`src/rtl/memory_read_data_queue_pkg.sv`:
```
// Shared types and sizing constants for the memory read data queue.
// The AXI4 read-channel sizing lives here so every file agrees on widths.
package memory_read_data_queue_pkg;

  localparam int MEMORY_AXI4_READ_ID_NUM    = 4;
  localparam int MEMORY_AXI4_READ_ID_WIDTH  = 2;
  localparam int MEMORY_AXI4_BURST_BEAT_NUM = 2;
  localparam int MEMORY_AXI4_DATA_BIT_NUM   = 64;
  localparam int MEMORY_ENTRY_BIT_NUM       = 128;

  typedef logic [MEMORY_ENTRY_BIT_NUM-1:0] MemoryEntryDataPath;

  typedef enum logic [1:0] {
    ENTRY_FREE,
    ENTRY_PENDING,
    ENTRY_FILLING,
    ENTRY_DONE
  } entry_state_t;

  // A pointer or counter into n slots, never narrower than one bit.
  function automatic int ptrWidth(input int n);
    return (n > 1) ? $clog2(n) : 1;
  endfunction

endpackage

```
`src/rtl/memory_read_data_queue_if.sv`:
```
// Bus bundle for the read data queue: ID allocation, AXI4 R channel,
// in-order response delivery, and status flags.
import memory_read_data_queue_pkg::*;

interface memory_read_data_queue_if #(
  parameter int ID_W = MEMORY_AXI4_READ_ID_WIDTH,
  parameter int DW   = MEMORY_AXI4_DATA_BIT_NUM
) ();
  logic               allocReq;
  logic               allocAck;
  logic [ID_W-1:0]    allocId;
  logic               rvalid;
  logic [ID_W-1:0]    rid;
  logic [DW-1:0]      rdata;
  logic               rlast;
  logic               rready;
  logic               respValid;
  logic               respReady;
  MemoryEntryDataPath respData;
  logic [ID_W-1:0]    respId;
  logic               full;
  logic               empty;
  logic               protocolError;

  modport slave (
    input  allocReq, rvalid, rid, rdata, rlast, respReady,
    output allocAck, allocId, rready, respValid, respData, respId,
           full, empty, protocolError
  );

  modport master (
    output allocReq, rvalid, rid, rdata, rlast, respReady,
    input  allocAck, allocId, rready, respValid, respData, respId,
           full, empty, protocolError
  );
endinterface

```
`src/rtl/memory_read_data_queue_pointer.sv`:
```
// Circular head/tail pointer pair with occupancy count; push is refused
// when full and pop when empty, both judged on the pre-edge count.
import memory_read_data_queue_pkg::*;

module QueuePointer #(
  parameter int SIZE       = 4,
  parameter int INIT_HEAD  = 0,
  parameter int INIT_TAIL  = 0,
  parameter int INIT_COUNT = 0
) (
  input  logic                      clk,
  input  logic                      rst,
  input  logic                      push,
  input  logic                      pop,
  output logic [ptrWidth(SIZE)-1:0] head,
  output logic [ptrWidth(SIZE)-1:0] tail,
  output logic                      full,
  output logic                      empty
);
  localparam int PW = ptrWidth(SIZE);
  localparam int CW = $clog2(SIZE + 1);

  logic [CW-1:0] count;
  logic          doPush;
  logic          doPop;

  assign doPush = push && !full;
  assign doPop  = pop && !empty;
  assign full   = (count == CW'(SIZE));
  assign empty  = (count == '0);

  always_ff @(posedge clk or negedge rst) begin
    if (!rst) begin
      head  <= PW'(INIT_HEAD);
      tail  <= PW'(INIT_TAIL);
      count <= CW'(INIT_COUNT);
    end else begin
      if (doPush) tail <= (tail == PW'(SIZE - 1)) ? '0 : tail + PW'(1);
      if (doPop)  head <= (head == PW'(SIZE - 1)) ? '0 : head + PW'(1);
      case ({doPush, doPop})
        2'b10:   count <= count + CW'(1);
        2'b01:   count <= count - CW'(1);
        default: count <= count;
      endcase
    end
  end
endmodule

```
`src/rtl/memory_read_data_queue.sv`:
```
// Reorders AXI4 read bursts that complete out of order across IDs and
// hands whole entries to the cache strictly in allocation order.
import memory_read_data_queue_pkg::*;

module memory_read_data_queue #(
  parameter int ID_NUM   = MEMORY_AXI4_READ_ID_NUM,
  parameter int BEAT_NUM = MEMORY_AXI4_BURST_BEAT_NUM,
  parameter int DW       = MEMORY_AXI4_DATA_BIT_NUM
) (
  input logic                   clk,
  input logic                   rst,
  memory_read_data_queue_if.slave bus
);
  localparam int ID_W    = ptrWidth(ID_NUM);
  localparam int BEAT_W  = ptrWidth(BEAT_NUM);
  localparam int ENTRY_W = BEAT_NUM * DW;

  if (ENTRY_W != MEMORY_ENTRY_BIT_NUM) begin : gEntryWidthCheck
    $error("entry width BEAT_NUM*DW must equal MEMORY_ENTRY_BIT_NUM");
  end

  entry_state_t        state     [ID_NUM];
  logic [BEAT_W-1:0]   beatCnt   [ID_NUM];
  logic [ENTRY_W-1:0]  entryData [ID_NUM];

  logic [ID_W-1:0]     head;
  logic [ID_W-1:0]     tail;
  logic                full;
  logic                empty;
  logic                rreadyQ;
  logic                errorQ;
  logic                doAlloc;
  logic                doPop;
  logic                respValid;
  logic                beatFire;
  logic                beatLive;
  logic                beatLast;
  logic                beatOk;
  logic                beatBad;
  logic [BEAT_W-1:0]   beatIdx;

  assign respValid = (state[head] == ENTRY_DONE);
  assign doAlloc   = bus.allocReq && !full;
  assign doPop     = respValid && bus.respReady;

  QueuePointer #(
    .SIZE(ID_NUM), .INIT_HEAD(0), .INIT_TAIL(0), .INIT_COUNT(0)
  ) uPointer (
    .clk   (clk),
    .rst   (rst),
    .push  (doAlloc),
    .pop   (doPop),
    .head  (head),
    .tail  (tail),
    .full  (full),
    .empty (empty)
  );

  // A beat is kept only if its ID is mid-burst and rlast matches the final slot.
  always_comb begin
    beatIdx  = beatCnt[bus.rid];
    beatLast = (beatIdx == BEAT_W'(BEAT_NUM - 1));
    beatFire = bus.rvalid && rreadyQ;
    beatLive = (state[bus.rid] == ENTRY_PENDING) || (state[bus.rid] == ENTRY_FILLING);
    beatOk   = beatFire && beatLive && (bus.rlast == beatLast);
    beatBad  = beatFire && !(beatLive && (bus.rlast == beatLast));
  end

  always_ff @(posedge clk or negedge rst) begin
    if (!rst) begin
      for (int i = 0; i < ID_NUM; i++) begin
        state[i]   <= ENTRY_FREE;
        beatCnt[i] <= '0;
      end
      rreadyQ <= 1'b0;
      errorQ  <= 1'b0;
    end else begin
      rreadyQ <= 1'b1;
      if (beatBad) errorQ <= 1'b1;
      if (doAlloc) state[tail] <= ENTRY_PENDING;
      if (beatOk) begin
        if (beatLast) begin
          state[bus.rid]   <= ENTRY_DONE;
          beatCnt[bus.rid] <= '0;
        end else begin
          state[bus.rid]   <= ENTRY_FILLING;
          beatCnt[bus.rid] <= beatIdx + BEAT_W'(1);
        end
      end
      if (doPop) state[head] <= ENTRY_FREE;
    end
  end

  // Payload storage is deliberately unreset; state alone says what is valid.
  always_ff @(posedge clk) begin
    if (beatOk) entryData[bus.rid][int'(beatIdx)*DW +: DW] <= bus.rdata;
  end

  assign bus.allocAck      = !full;
  assign bus.allocId       = tail;
  assign bus.rready        = rreadyQ;
  assign bus.respValid     = respValid;
  assign bus.respData      = entryData[head];
  assign bus.respId        = head;
  assign bus.full          = full;
  assign bus.empty         = empty;
  assign bus.protocolError = errorQ;
endmodule

```
`src/flat_wrapper.sv`:
```
// flat-port wrapper written by rule: the top's interface ports become plain ports
module memory_read_data_queue_flat 
#(
  parameter int ID_NUM   = MEMORY_AXI4_READ_ID_NUM,
  parameter int BEAT_NUM = MEMORY_AXI4_BURST_BEAT_NUM,
  parameter int DW       = MEMORY_AXI4_DATA_BIT_NUM
)
  (clk, rst, bus_allocReq, bus_rvalid, bus_rid, bus_rdata, bus_rlast, bus_respReady, bus_allocAck, bus_allocId, bus_rready, bus_respValid, bus_respData, bus_respId, bus_full, bus_empty, bus_protocolError);
  memory_read_data_queue_if #(.ID_W(2), .DW(DW)) bus_i ();
  input logic clk;
  input logic rst;
  input wire logic [$bits(bus_i.allocReq)-1:0] bus_allocReq;
  input wire logic [$bits(bus_i.rvalid)-1:0] bus_rvalid;
  input wire logic [$bits(bus_i.rid)-1:0] bus_rid;
  input wire logic [$bits(bus_i.rdata)-1:0] bus_rdata;
  input wire logic [$bits(bus_i.rlast)-1:0] bus_rlast;
  input wire logic [$bits(bus_i.respReady)-1:0] bus_respReady;
  output wire logic [$bits(bus_i.allocAck)-1:0] bus_allocAck;
  output wire logic [$bits(bus_i.allocId)-1:0] bus_allocId;
  output wire logic [$bits(bus_i.rready)-1:0] bus_rready;
  output wire logic [$bits(bus_i.respValid)-1:0] bus_respValid;
  output wire logic [$bits(bus_i.respData)-1:0] bus_respData;
  output wire logic [$bits(bus_i.respId)-1:0] bus_respId;
  output wire logic [$bits(bus_i.full)-1:0] bus_full;
  output wire logic [$bits(bus_i.empty)-1:0] bus_empty;
  output wire logic [$bits(bus_i.protocolError)-1:0] bus_protocolError;
  assign bus_i.allocReq = bus_allocReq;
  assign bus_i.rvalid = bus_rvalid;
  assign bus_i.rid = bus_rid;
  assign bus_i.rdata = bus_rdata;
  assign bus_i.rlast = bus_rlast;
  assign bus_i.respReady = bus_respReady;
  assign bus_allocAck = bus_i.allocAck;
  assign bus_allocId = bus_i.allocId;
  assign bus_rready = bus_i.rready;
  assign bus_respValid = bus_i.respValid;
  assign bus_respData = bus_i.respData;
  assign bus_respId = bus_i.respId;
  assign bus_full = bus_i.full;
  assign bus_empty = bus_i.empty;
  assign bus_protocolError = bus_i.protocolError;
  memory_read_data_queue #(.ID_NUM(ID_NUM), .BEAT_NUM(BEAT_NUM), .DW(DW)) u_core (.clk(clk), .rst(rst), .bus(bus_i));
endmodule
```
`config.mk`:
```
export PLATFORM = sky130hd
export DESIGN_NAME = memory_read_data_queue_flat
export DESIGN_NICKNAME = d
export VERILOG_FILES = /design/src/rtl/memory_read_data_queue_pkg.sv /design/src/rtl/memory_read_data_queue_if.sv /design/src/rtl/memory_read_data_queue_pointer.sv /design/src/rtl/memory_read_data_queue.sv /design/src/flat_wrapper.sv
export SDC_FILE = /design/constraint.sdc
export NUM_CORES = 1
export LEC_CHECK = 0
export CORE_MARGIN = 10
export CORE_UTILIZATION = 61
export DETAILED_ROUTE_END_ITERATION = 10
export PLACE_DENSITY = 0.91
export SYNTH_ARGS = -nofsm -noshare
export SYNTH_HDL_FRONTEND = slang
export SYNTH_SLANG_ARGS = --single-unit
```
`constraint.sdc`:
```
create_clock -name clk -period 6.9 [get_ports clk]
set_input_delay 1.38 -clock clk [delete_from_list [all_inputs] [get_ports clk]]
set_output_delay 1.38 -clock clk [all_outputs]
set_load 0.01 [all_outputs]
```
==> results.cfg, run 1 <==
[sta]
slew_viol_final = 0
fin_crit_sh_pct = 66.0
setup_viol = 0
relSlewSlack_pct = 6.14
tns_ns = 0
hold_violations = 0
timing.fmax_ghz = 0.220
whs_ns = 0.471
finalCriticalPeriod_ns = 4.55
rsz0062_at_grt = false
skew_ns = 0.0176
tightest_slew_ns = 1.39

[grt]
grt_pass1_wl_um = 67100
grt_usage_pct = 21.4
antenna_found_initial = 5
grt_max_degree = 85
first_global_vias = 10655
grt-ovfl-total = 0

[placed_design]
port_buffers = 209
place_area_mm2 = 0.0233
place.gp.congestion = 0.836
place_hpwl_um = 27000

[synth]
syn_nets = 1023
netlist_area_mm2 = 0.0207
synthCells = 941
yosys_warnings = 0
syn_area_per_cell_um2 = 22.0
async_flop_share_pct = 3.94
ys_seq_elements = 533
ys.flop_type = edfxtp_1
synth_edf_count = 512
ys_seq_area_share_pct = 76.9
yosys.cell_types.count = 35

[critical_path]
cp-end-kind = output port
arrival_ns = 3.17
cp_max_fo = 57
cp-start-kind = flip-flop
required_ns = 5.52
critPathKind = flip-flop to output port

[power_and_ir_drop]
p_leak_uw = 0.00802
sw_frac_of_total_pct = 28.9
power_density_mw_per_mm2 = 389
power.switching_uw = 2780
pwr-share-seq_pct = 42.8
ir_drop_mv = 0.492
p_int_uw = 6840
power_frac_clock_pct = 25.0
pwr-share-comb_pct = 32.3

[route]
routed_via_density = 6.08
vias = 10089
drt_iter0_drc = 838
dr.pass1.iters = 5
post_drt_wl_per_cell_um = 26.6
ant_nets = 0
routed_wl_um = 44100
drc = 0

[cts]
cts_tree = done
cts_num_sinks = 533
cts_max_level = 2
root_buffer = clkbuf_16
clkLatencyLatePin_ns = 0.55
clock_path_buffers = 3
cts_resized = 0
cts_hold_buf = 0
numCtsBuffers = 49
cts.clk_slew.worst_paths_ns = 0.05
postCtsSetupRepairBufs = 0

[hold_path]
min_path_type = flip-flop to flip-flop

[floorplanning]
top_level_ports = 210
start_util_pct = 61.8
core_mm2 = 0.0334
die_h_um = 204
dieArea_mm2 = 0.0417
die_x_um = 204
rows = 67

[finish]
multiInputGateArea_mm2 = 0.00455
nets = 1253
syn2layout_area_growth_pct = 19.8
regArea_mm2 = 0.0159
stdcell_area_mm2 = 0.0248
drive_gt1_share_pct = 19.4
nFillCells = 1800

[run]
max_cap_viol_count = 0

[outcome]
status = finished, final reports clean
==> logic make-up after synthesis <==
| kind of cell | count (synthesis) | share of synthesized area [%] |
|---|---|---|
| compound gates | 19 | 0.617 |
| fa+ha+maj | 10 | 0.642 |
| mux | 138 | 14.7 |
| other cells | 1 | 0.0181 |
| simple gates | 175 | 5.32 |
| buf+inv | 58 | 1.22 |
| flops | 533 | 76.9 |
| xor+xnor | 7 | 0.569 |
==> flip-flops by register name, indices dropped and copies added, names as in the netlist <==
| register | cells |
|---|---|
| u_core.entryData | 512 |
| u_core.state | 8 |
| u_core.beatCnt | 4 |
| u_core.uPointer.count | 3 |
| u_core.uPointer.head | 2 |
| u_core.uPointer.tail | 2 |
| u_core.bus.protocolError | 1 |
| u_core.bus.rready | 1 |
==> final timing paths <==
check	start	endpoint	slack, ns	cells past startpoint
setup reg to reg	u_core.state[0]$_DFF_PN0_	u_core.entryData[2][107]$_DFFE_PP_	3.60	5
min in group asynchronous	rst	u_core.beatCnt[1]$_DFFE_PN0P_	1.37	1
hold reg to reg	u_core.bus.protocolError$_DFFE_PN0P_	u_core.bus.protocolError$_DFFE_PN0P_	0.47	1
setup / recovery	u_core.uPointer.head[1]$_DFFE_PN0P_	bus_respData[116]	2.35	3
hold / removal	u_core.bus.protocolError$_DFFE_PN0P_	u_core.bus.protocolError$_DFFE_PN0P_	0.47	1
max in group asynchronous	rst	u_core.uPointer.head[1]$_DFFE_PN0P_	4.82	1
==> synthesized netlist by cell type (3+ instances only) <==
cell type	count	share of area, %
edfxtp_1	512	74
mux4_2	132	14
and2_1	64	1.9
nor2b_1	64	1.9
dfrtp_1	21	2.5
clkbuf_1	20	0.36
buf_2	16	0.39
nand2_1	15	0.27
nor2_1	12	0.22
buf_1	10	0.18
ha_1	9	0.54
inv_1	9	0.16
nand3_1	7	0.17
a21o_1	5	0.18
a21oi_1	5	0.12
a31oi_1	4	0.12
mux2_2	4	0.22
nor3_1	4	0.097
nor4b_4	4	0.46
a211oi_1	3	0.11
xor2_1	3	0.13
==> routing by layer <==
layer,vias to the layer above,routed length [µm],GRT usage [%]
met5,-,21,0
met4,4,1030,5.79
met3,70,3620,4.72
met2,476,22400,35.6
met1,5268,17000,28.3
li1,4271,-,-
==> cells in the final DEF (no fill, tap or decap), drive strengths merged <==
master and instances:
mux4 132, inv 12, conb 1, nor3b 1
or2 1, nor4b 4, nand3 9, clkinv 25
clkdlybuf4s50 209, mux2i 2, nor2b 64, diode 3
clkinvlp 1, nor3 4, edfxtp 512, ha 9
xor2 4, or3b 1, and2 64, clkbuf 60
fa 1, a31oi 4, a21oi 5, a21o 5
buf 18, a211oi 4, nor2 12, dfrtp 21
nand2 15, xnor2 3, mux2 4, o21ai 1
==> power groups by stage <==
stage	Clock [µW]	Combinational [µW]	Sequential [µW]
after floorplan	0	1860	4080
after global placement	0	3070	4170
after detailed placement	0	3140	4180
after CTS	2450	3180	4120
after global routing	2570	3330	4140
final	2400	3110	4120
==> layout make-up <==
cell class                 instances  area share, %
clock buffer                      60           5.20
tap                              448           2.26
timing repair buffer             227           9.24
multi-input combinational        350           18.4
clock inverter                    28          0.515
sequential                       533           64.2
inverter                          10          0.152
antenna                            3         0.0303
==> worst max-delay path: stages (launching register included) <==
cell,delay [ns]
dfrtp_4,0.97
buf_4,0.63
mux4_2,0.46
clkdlybuf4s50_1,0.51
==> through the flow <==
stage | instances | power [µW] | worst slack, ns | util [%]
4_1_cts | 1656 | 9750 | 2.27 | 74.0
3_5_place_dp | 1568 | 7320 | 1.84 | 69.8
6_report | 1659 | 9630 | 2.35 | 74.1
3_3_place_gp | 1568 | 7250 | 1.96 | 69.8
2_1_floorplan | 941 | 5940 | 1.05 | -
5_1_grt | 1657 | 10000 | 2.20 | 74.0
Power figures use the tool's default switching activity.
==> run 2, diff against run 1 <==
Settings changed: CORE_UTILIZATION 61 to 57, PLACE_DENSITY 0.91 to 0.86.
Clock period 6.9 ns to 4.69 ns, I/O delays scaled along.
==> run 2 against run 1 <==
  * Clock-buffer cell count fell by 1
  * Setup slack worse by 1.7 ns
  * Clock power is 62% higher
  * Routed wire length rose by 7.6%
  * Sequential power up 48%
  * Cell area increased by 1.2%
  * Power rose by 52%
  * Die area grew 6.3%
==> results.cfg, run 2 (synthesis gave the netlist of run 1 again) <==
[cts]
numCtsBuffers = 50
cts.clk_slew.worst_paths_ns = 0.06
cts_tree = done
postCtsSetupRepairBufs = 0
cts_max_level = 2
cts_num_sinks = 533
root_buffer = clkbuf_16
clkLatencyLatePin_ns = 0.58
cts_hold_buf = 0
cts_resized = 0
clock_path_buffers = 3

[critical_path]
max_stage_delay_ns = 0.88
cp-start-kind = flip-flop
slowest_stage = dfrtp_4
arrival_ns = 3.07
crit_path_end = bus_respData[63]
crit_path_start = u_core.uPointer.head[0]$_DFFE_PN0P_
crit_buf_inv = 2
required_ns = 3.75
path_cells = buf_12 -> mux4_2 -> clkdlybuf4s50_1
worst-r2r-cell-count = 9
path_delay_family = buffers and inverters
crit_cells = 3
cp-end-kind = output port
cp_max_fo = 53
reg2reg_slack_ns = 1.68
regToRegEndpoint = u_core.uPointer.count[2]$_DFFE_PN0P_
critPathKind = flip-flop to output port
reg2reg_from = u_core.uPointer.head[0]$_DFFE_PN0P_

[route]
drc = 0
dr.pass1.iters = 6
routed_via_density = 5.99
vias = 10060
post_drt_wl_per_cell_um = 28.2
drt_iter0_drc = 874
routed_wl_um = 47400
ant_nets = 0

[floorplanning]
die_x_um = 210
dieArea_mm2 = 0.0443
start_util_pct = 58.0
top_level_ports = 210
core_mm2 = 0.0357
rows = 69
die_h_um = 210

[power_and_ir_drop]
power_density_mw_per_mm2 = 584
ir_drop_mv = 0.609
p_leak_uw = 0.00813

[sta]
tightest_slew_ns = 0.996
slew_viol_final = 0
timing.fmax_ghz = 0.250
whs_ns = 0.487
tns_ns = 0
rsz0062_at_grt = false
skew_ns = 0.0225
fin_crit_sh_pct = 85.4
hold_violations = 0
setup_viol = 0
finalCriticalPeriod_ns = 4.01
relSlewSlack_pct = 33.4

[placed_design]
place_area_mm2 = 0.0235
place.gp.congestion = 0.856
port_buffers = 209
place_hpwl_um = 28600

[run]
max_cap_viol_count = 0

[finish]
final_common_cell = edfxtp_1
nets = 1259
most-common-layout-cells = 512 x edfxtp_1, 209 x clkdlybuf4s50_1, 131 x mux4_2
largest_reg_flops = 512
stdcell_area_mm2 = 0.0251
top_register = u_core.entryData
drive_gt1_share_pct = 20.2
reg.largest.list = u_core.entryData (512), u_core.state (8), u_core.beatCnt (4)
nFillCells = 2068
syn2layout_area_growth_pct = 21.2

[grt]
grt_usage_pct = 21.6
grtUsageMet1_pct = 29.1
grt-busiest-layer = met2
grt_max_degree = 67
antenna_found_initial = 2
first_global_vias = 10823
grt_use_met2_pct = 35.6
grt-ovfl-total = 0
globalRouteMet3Util_pct = 4.69
grt_pass1_wl_um = 71500

[hold_path]
min_path_type = flip-flop to flip-flop
whs_path_depth = 1

[outcome]
status = finished, final reports clean
==> run 2: cell types whose count changed in the layout (fill, tap and decap cells not counted), sizes merged, moves of 2 or more <==
cell      change
buf           +5
bufinv        +4
clkinv        -2
clkinvlp      +4
diode         -2
==> run 2: power breakdown <==
group          internal (µW)  total, µW  switching (µW)  leakage [µW]
Clock                   2190       3880            1700      0.000752
Combinational           2350       4660            2320       0.00245
Sequential              5810       6090             275       0.00493
==> run 2: through the flow <==
step | setup slack, ns | std cells | util [%] | total power [µW]
after floorplan | 0.129 | 941 | - | 8730
after global placement | 0.712 | 1586 | 65.9 | 10800
after detailed placement | 0.638 | 1586 | 65.9 | 10900
after CTS | 0.575 | 1678 | 70.3 | 14800
after global routing | 0.488 | 1678 | 70.3 | 15200
final | 0.684 | 1679 | 70.3 | 14600
==> run 2: metal layers <==
layer / share of wire, % / wire, µm
met5: 0.036 / 17
met4: 1.8 / 862
met3: 8.1 / 3840
met2: 51 / 24100
met1: 39 / 18600
==> run 2: area by class of cell <==
class	count	area, µm²	area share, %
sequential	533	15900	63.5
multi-input combinational	350	4550	18.2
timing repair buffer	232	2410	9.64
clock buffer	59	1280	5.13
tap	461	577	2.30
clock inverter	33	285	1.14
inverter	10	37.5	0.150
antenna	1	2.50	0.00999
==> run 2: how the worst min path moves through the flow <==
stage,from,end,slack [ns]
2_1_floorplan,u_core.uPointer.count[2]$_DFFE_PN0P_,u_core.uPointer.count[2]$_DFFE_PN0P_,0.46
3_3_place_gp,u_core.bus.protocolError$_DFFE_PN0P_,u_core.bus.protocolError$_DFFE_PN0P_,0.46
3_5_place_dp,u_core.bus.protocolError$_DFFE_PN0P_,u_core.bus.protocolError$_DFFE_PN0P_,0.46
4_1_cts,u_core.bus.protocolError$_DFFE_PN0P_,u_core.bus.protocolError$_DFFE_PN0P_,0.49
5_1_grt,u_core.uPointer.count[2]$_DFFE_PN0P_,u_core.uPointer.count[2]$_DFFE_PN0P_,0.51
6_report,u_core.bus.protocolError$_DFFE_PN0P_,u_core.bus.protocolError$_DFFE_PN0P_,0.49
==> run 2: worst register-to-register path: cells and delay by family, from the launching register on <==
family / cells / cell delay (ns)
fa+ha+maj: 2 / 0.62
simple gates: 2 / 0.41
xor+xnor: 2 / 0.29
flops: 1 / 0.88
mux: 1 / 0.55
buf+inv: 2 / 0.19
